[config.mk]
export PLATFORM = sky130hd
export DESIGN_NAME = power_domain_sequencer
export DESIGN_NICKNAME = d
export VERILOG_FILES = /design/src/rtl/power_domain_sequencer.sv
export SDC_FILE = /design/constraint.sdc
export NUM_CORES = 1
export LEC_CHECK = 0
export CAP_MARGIN = 15
export CORE_ASPECT_RATIO = 1.4
export CORE_MARGIN = 4
export CORE_UTILIZATION = 58
export DETAILED_ROUTE_END_ITERATION = 6
export PLACE_DENSITY = 0.82
export SYNTH_ARGS = -nofsm -noshare
export SYNTH_HDL_FRONTEND = slang
export SYNTH_SLANG_ARGS = --single-unit
[constraint.sdc]
create_clock -name clock -period 4.85 [get_ports clock]
set_input_delay 0.97 -clock clock [delete_from_list [all_inputs] [get_ports clock]]
set_output_delay 0.97 -clock clock [all_outputs]
set_load 0.05 [all_outputs]
[src/rtl/power_domain_sequencer.sv]
// Power-up/power-down sequencer for one switchable domain: orders switch enable,
// isolation, retention strobes and domain reset, with a sticky switch-timeout fault.
module power_domain_sequencer #(
  parameter int SW_TIMEOUT = 64,
  parameter int RET_CYCLES = 4,
  parameter int ISO_CYCLES = 2,
  parameter int CNT_W      = 8
) (
  input  logic clock,
  input  logic reset,
  input  logic pwr_req_sync,
  input  logic switch_ack,
  output logic pd_switch_en,
  output logic pd_iso_en,
  output logic pd_ret_save,
  output logic pd_ret_restore,
  output logic pd_reset,
  output logic pwr_ack,
  output logic busy,
  output logic fault
);

  typedef enum logic [2:0] {
    S_OFF, S_SW_ON, S_RESTORE, S_ON, S_ISO_SET, S_SAVE, S_SW_OFF, S_FAULT
  } state_t;

  localparam logic [CNT_W-1:0] SW_LAST  = CNT_W'(SW_TIMEOUT - 1);
  localparam logic [CNT_W-1:0] RET_LAST = CNT_W'(RET_CYCLES - 1);
  localparam logic [CNT_W-1:0] ISO_LAST = CNT_W'(ISO_CYCLES - 1);

  // Output vector order: switch_en, iso_en, pd_reset, ret_save, ret_restore, pwr_ack, busy
  function automatic logic [6:0] decode(input state_t s);
    logic [6:0] v;
    case (s)
      S_OFF:     v = 7'b0110000;
      S_SW_ON:   v = 7'b1110001;
      S_RESTORE: v = 7'b1100101;
      S_ON:      v = 7'b1000010;
      S_ISO_SET: v = 7'b1100001;
      S_SAVE:    v = 7'b1101001;
      S_SW_OFF:  v = 7'b0110001;
      S_FAULT:   v = 7'b0110000;
      default:   v = 7'b0110000;
    endcase
    return v;
  endfunction

  state_t           state_q, state_d;
  logic [CNT_W-1:0] cnt_q, cnt_d;
  logic             fault_q, fault_d;
  logic [6:0]       out_q, out_d;

  // Next-state, dwell counter, sticky fault and next output decode
  always_comb begin
    state_d = state_q;
    case (state_q)
      S_OFF:     if (pwr_req_sync) state_d = S_SW_ON; else state_d = S_OFF;
      S_SW_ON: begin
        if (switch_ack)            state_d = S_RESTORE;
        else if (cnt_q == SW_LAST) state_d = S_FAULT;
        else                       state_d = S_SW_ON;
      end
      S_RESTORE: if (cnt_q == RET_LAST) state_d = S_ON; else state_d = S_RESTORE;
      S_ON:      if (!pwr_req_sync) state_d = S_ISO_SET; else state_d = S_ON;
      S_ISO_SET: if (cnt_q == ISO_LAST) state_d = S_SAVE; else state_d = S_ISO_SET;
      S_SAVE:    if (cnt_q == RET_LAST) state_d = S_SW_OFF; else state_d = S_SAVE;
      S_SW_OFF: begin
        if (!switch_ack)           state_d = S_OFF;
        else if (cnt_q == SW_LAST) state_d = S_FAULT;
        else                       state_d = S_SW_OFF;
      end
      S_FAULT:   if (!pwr_req_sync) state_d = S_OFF; else state_d = S_FAULT;
      default:   state_d = S_OFF;
    endcase

    if (state_d != state_q) cnt_d = '0;
    else                    cnt_d = cnt_q + CNT_W'(1);

    fault_d = fault_q | (state_d == S_FAULT);
    out_d   = decode(state_d);
  end

  // FSM state, counter, fault and registered outputs
  always_ff @(posedge clock or posedge reset) begin
    if (reset) begin
      state_q <= S_OFF;
      cnt_q   <= '0;
      fault_q <= 1'b0;
      out_q   <= 7'b0110000;
    end else begin
      state_q <= state_d;
      cnt_q   <= cnt_d;
      fault_q <= fault_d;
      out_q   <= out_d;
    end
  end

  assign {pd_switch_en, pd_iso_en, pd_reset, pd_ret_save, pd_ret_restore, pwr_ack, busy} = out_q;
  assign fault = fault_q;

endmodule
==> run metrics <==
Finished Cell Area 1206 um2; DR DRC count 0; Synth Warn # 0; final worst path period need 2.612 ns; Core Util, Final 67.79%; most area-consuming cells after synthesis dfrtp_1 (39%), ha_1 (6.9%), dfstp_2 (4.8%), xor2_1 (4.8%), nor4_1 (4.0%); Syn Area/Cell 10.42 um2; initial antenna violation count 0; Cell Area, Placed 1179 um2; mux cell area share after synthesis 2.771%; Syn Nets 114; Yosys top cell area share 39.26%; largest family of logic cells by synthesized area simple AND/OR/NAND/NOR gates; post-synth top area cell dfrtp_1; final hold violation count 0; CTS tree done; Final setup viols 0; routed length per instance 15.46 um; number of H-tree levels 1; Multi-input gate area 543.0 um2; top fanout value on the critical path 1; First DRT Iteration DRCs 9; hold slack 0.5007 ns; Top FF cell, synth dfrtp_1; largest net degree at the start of global routing 20; Final TNS setup 0 ns; Post-Synthesis Cells 104; CP Data Arrival Time 1.64 ns; CP Launch Type flop; Clk pin slew, worst setup/hold paths 0.11 ns; IO buf count 11; Crit path required time 3.88 ns; Setup Buffers After CTS 0; nets 124; vias 821; Synth Area in Simple Gates 23.90%; global-route wire length before repair 3532 um; Vias/cell 6.173; Die Y-Extent 59.14 um; critical setup path kind flop to output pin; CP bufs+invs 1; area of the die 2634 um2; Slew Limit Headroom 53.12%; initial core utilization 60.90%; unrepaired setup endpoints after global routing no; Adder-Cell Fraction of Synth Area 6.928%; Post-synth EDFFs 0; Area Overhead vs Synth 11.32%; Leak 0.0005198 uW; crit share post-route 53.86%; kind of cell adding the most delay to the critical path buffers and inverters; CTS Buffer Depth 2; # IOs 12; most frequent cells after synthesis dfrtp_1 (17), nor4_1 (7); clock sink count 19; Pins Over Slew Limit 0; Crit. path cell count 1; vias in the first global route 819; slew at the pin closest to its max-slew limit 0.7025 ns; Synth async-reset ratio 100.0%; worst hold path cell count 1; DRT Pass-1 Iters 4; Fill cells 144; Core Box Area 1779 um2; gp weighted congestion 0.9117; status finished clean; Reg area 478.0 um2; Routed WL 2056 um; grt ovf 0; compound-gate portion of the synthesized area 10.85%; cts hold-fix bufs 0; R2R depth 7; Netlist cell types 39; CP Capture Type output pin; Max-Cap Viols 0; sequential share of the synthesized area 44.11%; diode count 0; hpwl dp 1546 um; count leader, synth dfrtp_1; XOR/XNOR Fraction of Synth Area 5.658%; later-pin clock latency in the skew report 0.30 ns; Critical-path top delay cell clkdlybuf4s50_1; Die Width 44.53 um; Yosys reg bits 19; Global Route Usage Sum 17.86%; crit-path max cell delay 0.80 ns; worst path cell trace clkdlybuf4s50_1; Achievable Freq 0.3828 GHz; maximum VDD drop 0.4051 mV; Pwr Density 660.2 nW/um2; post-CTS resize count 0; Mapped Area 1084 um2; row cnt 18; ANT nets after route 0; Worst Hold Class flop to flop; clk_skew 0.006480 ns; Inserted Clock Buffers 3; CTS root buf clkbuf_4; layout cells sized above 1 9.735%
cells by family after synthesis:
| group | count (synthesis) |
|---|---|
| xor+xnor | 7 |
| simple gates | 41 |
| flops | 19 |
| mux | 3 |
| fa+ha+maj | 6 |
| compound gates | 16 |
| buf+inv | 12 |
final timing paths:
check                      slack (ns)      from         end
max in group asynchronous        3.33     reset  state_q[1]
max                              2.24  out_q[4]    pd_reset
min                              0.50     fault       fault
max reg2reg                      2.50  cnt_q[0]       fault
min reg2reg                      0.50     fault       fault
min in group asynchronous        1.08     reset    cnt_q[3]
worst register-to-register path, stage by stage, from the launching register on:
cell and delay (ns):
dfrtp_1 0.45, ha_1 0.28, or3b_2 0.49, and3b_1 0.41, o22a_1 0.25, ha_1 0.22, inv_1 0.05, o21bai_1 0.13
final cells by class:
cell class | count | area share [%]
multi-input cells | 73 | 45.02
flip-flops and latches | 19 | 39.63
inverters | 6 | 1.867
repair buffers | 11 | 9.129
clock buffers | 3 | 1.867
well taps | 20 | 2.075
clock inverters | 1 | 0.4149
sequential cells by signal, summed over array words and instances (netlist names):
signal   cells
cnt_q        8
fault        1
state_q      3
out_q        7
where the power goes:
part	leakage, uW	internal, uW	total, uW	switching, uW
Combinational	0.000264	174	439	265
Sequential	0.000238	216	277	60.4
Clock	0.0000177	30.8	80.1	49.3
Total	0.000520	421	796	375
cells in the final DEF (no fill, tap or decap), types with 2 or more instances in the layout:
| cell type | instances |
|---|---|
| a21oi_1 | 3 |
| and2_1 | 4 |
| clkbuf_4 | 3 |
| clkdlybuf4s50_1 | 11 |
| dfrtp_1 | 17 |
| dfstp_2 | 2 |
| ha_1 | 6 |
| inv_1 | 6 |
| mux2i_1 | 3 |
| nand2_1 | 3 |
| nand3_1 | 6 |
| nand4_1 | 2 |
| nor2b_1 | 4 |
| nor3_1 | 2 |
| nor3b_1 | 2 |
| nor4_1 | 7 |
| o211ai_1 | 2 |
| o21ai_0 | 4 |
| xor2_1 | 6 |
per-layer routing:
| layer | up-vias | GRT usage, % | wire length (um) | share of wire (%) |
|---|---|---|---|---|
| li1 | 392 | - | - | - |
| met2 | 26 | 32.44 | 1138 | 55 |
| met1 | 397 | 21.01 | 812 | 39 |
| met3 | 6 | 1.824 | 67 | 3.3 |
| met5 | - | 0 | 0 | 0 |
| met4 | 0 | 6.466 | 37 | 1.8 |
per-stage QoR:
stage | power [uW] | instances | setup slack [ns]
6_report | 796.3 | 133 | 2.238
3_5_place_dp | 718.7 | 129 | 1.991
3_3_place_gp | 705.2 | 129 | 2.117
5_1_grt | 861.3 | 133 | 2.149
2_1_floorplan | 613.8 | 104 | 2.768
4_1_cts | 799.9 | 133 | 2.230
(Power assumes the default switching activity.)
